===== config.mk =====
export PLATFORM = sky130hd
export DESIGN_NAME = keypad_encoder_4x4_flat
export DESIGN_NICKNAME = d
export VERILOG_FILES = /design/src/rtl/keypad_encoder_4x4_pkg.sv /design/src/rtl/keypad_encoder_4x4_if.sv /design/src/rtl/keypad_encoder_4x4_sync_2ff.sv /design/src/rtl/keypad_encoder_4x4.sv /design/src/flat_wrapper.sv
export SDC_FILE = /design/constraint.sdc
export NUM_CORES = 1
export LEC_CHECK = 0
export ABC_AREA = 1
export CORE_UTILIZATION = 55
export DETAILED_ROUTE_END_ITERATION = 12
export GPL_ROUTABILITY_DRIVEN = 0
export HOLD_SLACK_MARGIN = 0.05
export PLACE_DENSITY_LB_ADDON = 0.3
export SYNTH_ARGS = -nofsm -noshare
export SYNTH_HDL_FRONTEND = slang
export SYNTH_SLANG_ARGS = --single-unit

===== constraint.sdc =====
create_clock -name clk -period 1.9 [get_ports clk]
set_input_delay 0.475 -clock clk [delete_from_list [all_inputs] [get_ports clk]]
set_output_delay 0.475 -clock clk [all_outputs]
set_load 0.01 [all_outputs]

===== src/rtl/keypad_encoder_4x4_pkg.sv =====
// ---------------------------------------------------------------------------
// ula_pkg
// Shared definitions for the keypad input end of the ULA datapath.
//   kp_state_e        : scanner FSM states (SCAN, CONFIRM, HELD)
//   kp_code_t         : 4-bit key code, 4*row + col
//   col_enc_t         : result of the column priority encoder
//   col_priority_enc  : lowest-index low column wins; hit when any column is low
// ---------------------------------------------------------------------------
package ula_pkg;

    localparam int KP_ROWS = 4;
    localparam int KP_COLS = 4;
    localparam logic [KP_COLS-1:0] NO_COL = 4'b1111;

    typedef enum logic [1:0] {
        SCAN,
        CONFIRM,
        HELD
    } kp_state_e;

    typedef logic [3:0] kp_code_t;

    typedef struct packed {
        logic       hit;
        logic [1:0] col;
    } col_enc_t;

    // Columns are active-low; column 0 has the highest priority.
    function automatic col_enc_t col_priority_enc(input logic [KP_COLS-1:0] cols);
        col_enc_t res;
        res.hit = (cols != NO_COL);
        res.col = 2'd0;
        for (int i = KP_COLS - 1; i >= 0; i--) begin
            if (!cols[i]) begin
                res.col = 2'(i);
            end
        end
        return res;
    endfunction

endpackage


===== src/rtl/keypad_encoder_4x4_if.sv =====
// ---------------------------------------------------------------------------
// keypad_encoder_4x4_if
// Key-code handover between the keypad encoder and its consumer.
//   key_code  : encoded key (4*row + col)
//   key_valid : key_code holds an undelivered code
//   key_ready : consumer accepts when key_valid && key_ready
//   pressed   : an accepted key is still held down
//   overrun   : one-cycle pulse when a code was dropped (buffer full)
// master = encoder side, slave = consumer side.
// ---------------------------------------------------------------------------
interface keypad_encoder_4x4_if;
    import ula_pkg::*;

    kp_code_t key_code;
    logic     key_valid;
    logic     key_ready;
    logic     pressed;
    logic     overrun;

    modport master (
        output key_code,
        output key_valid,
        output pressed,
        output overrun,
        input  key_ready
    );

    modport slave (
        input  key_code,
        input  key_valid,
        input  pressed,
        input  overrun,
        output key_ready
    );

endinterface


===== src/rtl/keypad_encoder_4x4_sync_2ff.sv =====
// ---------------------------------------------------------------------------
// sync_2ff
// Two-flop synchronizer for the asynchronous keypad column lines.
//   clk      : destination clock
//   rst      : synchronous active-high reset, flops load all ones (idle level)
//   async_in : asynchronous input bus
//   sync_out : synchronized copy, two clocks of latency
// ---------------------------------------------------------------------------
module sync_2ff #(
    parameter int WIDTH = 4
) (
    input  logic             clk,
    input  logic             rst,
    input  logic [WIDTH-1:0] async_in,
    output logic [WIDTH-1:0] sync_out
);

    logic [WIDTH-1:0] meta_reg;
    logic [WIDTH-1:0] sync_reg;

    generate
        for (genvar gi = 0; gi < WIDTH; gi++) begin : g_bit
            always_ff @(posedge clk) begin
                if (rst) begin
                    meta_reg[gi] <= 1'b1;
                    sync_reg[gi] <= 1'b1;
                end else begin
                    meta_reg[gi] <= async_in[gi];
                    sync_reg[gi] <= meta_reg[gi];
                end
            end
        end
    endgenerate

    assign sync_out = sync_reg;

endmodule


===== src/rtl/keypad_encoder_4x4.sv =====
// ---------------------------------------------------------------------------
// keypad_encoder_4x4
// Scans a 4x4 matrix keypad, debounces presses and releases, and hands each
// accepted key code (4*row + col) to the consumer on a valid/ready link.
//   clk     : system clock, rising edge
//   rst     : synchronous active-high reset
//   row_out : row drive, active-low one-hot
//   col_in  : column sense, active-low, asynchronous
//   kp      : key_code/key_valid/key_ready/pressed/overrun (master side)
// Parameters: SCAN_DIV cycles per row (>=4), DEBOUNCE samples to accept a
// press or release (>=1), CNT_W row-timer width (2^CNT_W >= SCAN_DIV).
// ---------------------------------------------------------------------------
module keypad_encoder_4x4
    import ula_pkg::*;
#(
    parameter int SCAN_DIV = 4,
    parameter int DEBOUNCE = 3,
    parameter int CNT_W    = 8
) (
    input  logic                clk,
    input  logic                rst,
    output logic [KP_ROWS-1:0]  row_out,
    input  logic [KP_COLS-1:0]  col_in,
    keypad_encoder_4x4_if.master kp
);

    localparam int DB_W = $clog2(DEBOUNCE + 1);
    localparam logic [CNT_W-1:0] TIMER_LAST = CNT_W'(SCAN_DIV - 1);
    localparam logic [DB_W-1:0]  DB_LAST    = DB_W'(DEBOUNCE - 1);
    localparam logic [KP_ROWS-1:0] ROW0_DRIVE = {{(KP_ROWS-1){1'b1}}, 1'b0};

    logic [KP_COLS-1:0] col_s;
    col_enc_t           enc;
    logic               sample;
    kp_code_t           hit_code;
    logic               emit;
    kp_code_t           emit_code;

    kp_state_e          state_reg;
    logic [CNT_W-1:0]   timer_reg;
    logic [1:0]         row_idx_reg;
    logic [KP_ROWS-1:0] row_out_reg;
    kp_code_t           cand_reg;
    logic [DB_W-1:0]    match_cnt_reg;
    logic [DB_W-1:0]    rel_cnt_reg;
    kp_code_t           key_code_reg;
    logic               key_valid_reg;
    logic               pressed_reg;
    logic               overrun_reg;

    sync_2ff #(
        .WIDTH (KP_COLS)
    ) u_sync (
        .clk      (clk),
        .rst      (rst),
        .async_in (col_in),
        .sync_out (col_s)
    );

    assign enc      = col_priority_enc(col_s);
    assign sample   = (timer_reg == TIMER_LAST);
    assign hit_code = {row_idx_reg, enc.col};

    // A code is emitted on the sample that completes the press debounce.
    // With DEBOUNCE==1 the first hit in SCAN already qualifies.
    always_comb begin
        emit      = 1'b0;
        emit_code = cand_reg;
        if (sample) begin
            if (state_reg == SCAN && enc.hit && DEBOUNCE == 1) begin
                emit      = 1'b1;
                emit_code = hit_code;
            end
            if (state_reg == CONFIRM && enc.hit && hit_code == cand_reg
                && match_cnt_reg == DB_LAST) begin
                emit = 1'b1;
            end
        end
    end

    always_ff @(posedge clk) begin
        if (rst) begin
            state_reg     <= SCAN;
            timer_reg     <= '0;
            row_idx_reg   <= 2'd0;
            row_out_reg   <= ROW0_DRIVE;
            cand_reg      <= '0;
            match_cnt_reg <= '0;
            rel_cnt_reg   <= '0;
            key_code_reg  <= '0;
            key_valid_reg <= 1'b0;
            pressed_reg   <= 1'b0;
            overrun_reg   <= 1'b0;
        end else begin
            timer_reg   <= sample ? '0 : timer_reg + CNT_W'(1);
            overrun_reg <= 1'b0;

            // Output buffer: a load may coincide with an accept; a load onto
            // an unaccepted code is dropped and flagged instead.
            if (emit) begin
                if (!key_valid_reg || kp.key_ready) begin
                    key_code_reg  <= emit_code;
                    key_valid_reg <= 1'b1;
                end else begin
                    overrun_reg <= 1'b1;
                end
            end else if (key_valid_reg && kp.key_ready) begin
                key_valid_reg <= 1'b0;
            end

            if (sample) begin
                case (state_reg)
                    SCAN: begin
                        if (enc.hit) begin
                            cand_reg <= hit_code;
                            if (DEBOUNCE == 1) begin
                                state_reg   <= HELD;
                                pressed_reg <= 1'b1;
                                rel_cnt_reg <= '0;
                            end else begin
                                match_cnt_reg <= DB_W'(1);
                                state_reg     <= CONFIRM;
                            end
                        end else begin
                            row_idx_reg <= row_idx_reg + 2'd1;
                            row_out_reg <= {row_out_reg[KP_ROWS-2:0], row_out_reg[KP_ROWS-1]};
                        end
                    end
                    CONFIRM: begin
                        if (enc.hit && hit_code == cand_reg) begin
                            if (match_cnt_reg == DB_LAST) begin
                                state_reg   <= HELD;
                                pressed_reg <= 1'b1;
                                rel_cnt_reg <= '0;
                            end else begin
                                match_cnt_reg <= match_cnt_reg + DB_W'(1);
                            end
                        end else begin
                            state_reg   <= SCAN;
                            row_idx_reg <= row_idx_reg + 2'd1;
                            row_out_reg <= {row_out_reg[KP_ROWS-2:0], row_out_reg[KP_ROWS-1]};
                        end
                    end
                    HELD: begin
                        // Any hit on the held row (even another key) keeps
                        // the press alive; only empty samples count.
                        if (enc.hit) begin
                            rel_cnt_reg <= '0;
                        end else if (rel_cnt_reg == DB_LAST) begin
                            pressed_reg <= 1'b0;
                            state_reg   <= SCAN;
                            row_idx_reg <= row_idx_reg + 2'd1;
                            row_out_reg <= {row_out_reg[KP_ROWS-2:0], row_out_reg[KP_ROWS-1]};
                        end else begin
                            rel_cnt_reg <= rel_cnt_reg + DB_W'(1);
                        end
                    end
                    default: begin
                        state_reg <= SCAN;
                    end
                endcase
            end
        end
    end

    assign row_out      = row_out_reg;
    assign kp.key_code  = key_code_reg;
    assign kp.key_valid = key_valid_reg;
    assign kp.pressed   = pressed_reg;
    assign kp.overrun   = overrun_reg;

endmodule


===== src/flat_wrapper.sv =====
// flat-port wrapper written by rule: the top's interface ports become plain ports
module keypad_encoder_4x4_flat import ula_pkg::*;
#(
    parameter int SCAN_DIV = 4,
    parameter int DEBOUNCE = 3,
    parameter int CNT_W    = 8
)
  (clk, rst, row_out, col_in, kp_key_code, kp_key_valid, kp_pressed, kp_overrun, kp_key_ready);
  keypad_encoder_4x4_if kp_i ();
  input  logic clk;
  input  logic rst;
  output logic [KP_ROWS-1:0] row_out;
  input  logic [KP_COLS-1:0] col_in;
  output wire logic [$bits(kp_i.key_code)-1:0] kp_key_code;
  output wire logic [$bits(kp_i.key_valid)-1:0] kp_key_valid;
  output wire logic [$bits(kp_i.pressed)-1:0] kp_pressed;
  output wire logic [$bits(kp_i.overrun)-1:0] kp_overrun;
  input wire logic [$bits(kp_i.key_ready)-1:0] kp_key_ready;
  assign kp_key_code = kp_i.key_code;
  assign kp_key_valid = kp_i.key_valid;
  assign kp_pressed = kp_i.pressed;
  assign kp_overrun = kp_i.overrun;
  assign kp_i.key_ready = kp_key_ready;
  keypad_encoder_4x4 #(.SCAN_DIV(SCAN_DIV), .DEBOUNCE(DEBOUNCE), .CNT_W(CNT_W)) u_core (.clk(clk), .rst(rst), .row_out(row_out), .col_in(col_in), .kp(kp_i));
endmodule

==> run summary <==
The run finished with clean final reports. The largest individual stage delay along the critical path comes from the cell sky130_fd_sc_hd__clkdlybuf4s50_1. Of the post-synthesis cell area, the dominant cell type holds 43.0%. The setup slack at placement is 0.129 ns. In the layout the commonest cells are sky130_fd_sc_hd__nand2_1 (47), sky130_fd_sc_hd__dfxtp_1 (39), sky130_fd_sc_hd__nor2_1 (36). The H-tree depth came out at 2.

The die span in y is between 50 and 60 um. The detailed router finished its first iteration with 79 violations. The total DRC errors in the routed layout came out at 0.

Setup violations remaining at the end of the flow were counted as 0. The power per cell area came out at 719 mW/mm^2. The sequential cell area in the final layout came out at 781 sq um. After synthesis, the cell types taking the most area are sky130_fd_sc_hd__dfxtp_1 (43%), sky130_fd_sc_hd__nand2_1 (9.7%), sky130_fd_sc_hd__nor2_1 (7.4%), sky130_fd_sc_hd__inv_1 (6.0%), sky130_fd_sc_hd__nand3_1 (5.0%).

The detailed-routing iteration count for the pre-antenna-repair pass is 4. The floorplan has 20 rows. Once the floorplan was initialized, standard cells occupied between 50 and 60% of the core. The type of destination of the critical path is a primary output. The count of final max-slew check failures came out at 0. The highest attainable clock frequency came out at 562 MHz.

The die is 59.5 um wide. The number of flip-flops in the largest register is 8. The share of the yosys chip area belonging to registers is 43.0%. The share of the cycle needed by the critical path after routing is roughly 94%. During synthesis, Yosys emitted a total of 0 warnings. Together, buffers and inverters on the worst path number 1. The number of buffers created by CTS is 5. In the final layout, the share of cells above drive strength 1 is between 10% and 20%.

The footprint of the multi-input gates is 908 sq um. The stage delay of the slowest cell on the critical path came out at roughly 0.57 ns. The shortest period the worst path allows came out at 1.78 ns. Headroom to the max-slew limit came out at 70.6%.

The worst-case clock buffer depth came out at 2. The final hold violation count is 0. The number of antenna violations at the first check in global routing came out at 0.

Global routing used 20.5% of the available tracks. The data arrival time of the critical path came out at 1.30 ns. In this run the most critical hold path is launched from u_core.u_sync.meta_reg[0]. The largest total area in the synthesized netlist belongs to sky130_fd_sc_hd__dfxtp_1. The post-route cell area is 0.00213 sq mm.

Setup repair after global routing left no endpoint under its margin. The number of buffers inserted to repair setup after CTS is 0. The startpoint identified for the worst register-to-register timing path is u_core.state_reg[0]. In the final timing run, aggregate negative setup slack is 0 ns. TritonCTS built the clock tree.

The average detailed-routed wire length per instance came out at between 10 and 15 um. The floorplan step defined a core boundary enclosing 0.00310 sq mm. The number of ports placed on the die boundary is 18. The fraction of the core area covered by cells at the end of the flow is 68.5%. The total overflow reported by the global router is 0. The number of instances in the synthesized netlist came out at 242. The cell leakage power came out at around 0.00086 uW. The maximum resistive drop on vdd is 0.000545 V. The standard cell area after detailed placement is 0.00205 sq mm. The root buffer cell is sky130_fd_sc_hd__clkbuf_4. The number of distinct standard cells referenced by the synthesized netlist came out at 29. The peak fanout along the critical path came out at 3. After synthesis the cells add up to 0.00182 sq mm. Among all flip-flop cells after synthesis, the most frequent one is sky130_fd_sc_hd__dfxtp_1. The largest net degree at the start of global routing came out at 20. The total via count in the routed design is 1498.

The share of flip-flops with an asynchronous set or reset after synthesis came out at 0%. The via count of the first global-routing pass was 1315. The number of clock sinks is 39. The total number of nets in the final design is 280. The detail route stage leaves a number of antenna-violating nets equal to 0. The synthesized area divided by synthesized cell count came out at 7.51 sq um. The net count of the mapped netlist is between 200 and 300. The synthesized design contains 39 register bits. The die area is 0.00354 sq mm.

The relative area change from synthesis to final layout is 17.0%. The CTS clock-pin slew for the worst setup and hold paths is 0.12 ns. The element type at the critical path start is a register. The count of hold buffers inserted by post-cts repair came out at 0. The estimated wirelength of the detail-placed design came out at 2.41 mm.

In this run the tool buffered the top-level ports with 17 buffer cells. The path category of the worst min-delay check is reg -> reg. The tool flagged a number of max-cap violations equal to 0. Clock latency on the worst-skew pair, taken at its later pin, is 0.35 ns. At the pin with the least slew margin, the transition time is approximately 0.44 ns. The final worst clock skew is 0.0120 ns. The first-pass GRT wire length is around 5.3 mm.

The critical path goes through clkdlybuf4s50_1. The most common cell after layout, fill and taps aside is sky130_fd_sc_hd__nand2_1. After detailed routing, the total wire length is 3.27 mm. The ratio of routed vias to standard cells came out at 4.82. The number of enable flip-flop cells after synthesis is 0. The count of inserted antenna diode cells came out at 0. The layout has 274 filler cells. At the worst endpoint, the required time is between 1 and 1.5 ns. The post-route worst setup slack came out at ~0.12 ns. The setup path with the least slack is of type reg -> out. The kind of cell adding the most delay to the critical path is buffers and inverters.

The critical path starts at u_core.row_out[1]. The total power after layout is 1530 uW.
## final timing paths
check | end | slack, ns | depth (start not counted)
hold / removal | u_core.u_sync.sync_out[0] | 0.41 | 1
setup / recovery | row_out[1] | 0.12 | 1
setup reg to reg | u_core.row_out[3] | 0.20 | 9
hold reg to reg | u_core.u_sync.sync_out[0] | 0.41 | 1
## cell usage after synthesis, drive strengths merged, types with 2 or more instances
library cell	number
nand2	54
dfxtp	39
nor2	38
inv	31
nand3	20
a21oi	11
nor3	9
o21ai	9
or2	9
ha	7
clkbuf	2
clkinv	2
nand4	2
nor3b	2
xnor2	2
## metrics by stage
stage / hold slack (ns) / instances
after floorplan: 0.389 / 242
after global placement: 0.391 / 303
after detailed placement: 0.392 / 303
after CTS: 0.419 / 311
after global routing: 0.432 / 311
final: 0.411 / 311
## layer usage
| metal | up-vias | global-route usage (%) | wire length, um | part of all wire [%] |
|---|---|---|---|---|
| met2 | 24 | 35.0 | 1550 | 47 |
| met4 | 0 | 10.9 | 68 | 2.1 |
| li1 | 816 | - | - | - |
| met5 | - | 0 | 0 | 0 |
| met3 | 7 | 4.80 | 132 | 4.0 |
| met1 | 651 | 23.5 | 1530 | 47 |
## repair_timing
action / 4_1_cts / 5_1_grt
setup endpoints to repair: 0 / 5
gates resized for setup: 0 / 1
hold endpoints to repair: 0 / 0
## cell families after synthesis
group	synth area share [%]
AOI/OAI and AO/OA	6.54
xor gates and xnor gates	1.45
adders and majority gates	4.82
buffers and inverters	7.23
DFF	43.0
and+or+nand+nor	37.0
## final cells by class
class                   count  share of cell area (%)
repair buffers             19                    8.71
well taps                  44                    2.59
multi-input cells         168                    42.7
clock inverters             1                   0.353
flip-flops and latches     39                    36.7
inverters                  33                    5.83
clock buffers               7                    3.06
## power breakdown
group / internal, uW / switching, uW / total, uW
sequential: 845 / 16.9 / 862
clock: 216 / 268 / 485
combinational: 73.5 / 108 / 181
total: 1130 / 393 / 1530
Note: power is estimated with default switching activity, not from simulation.
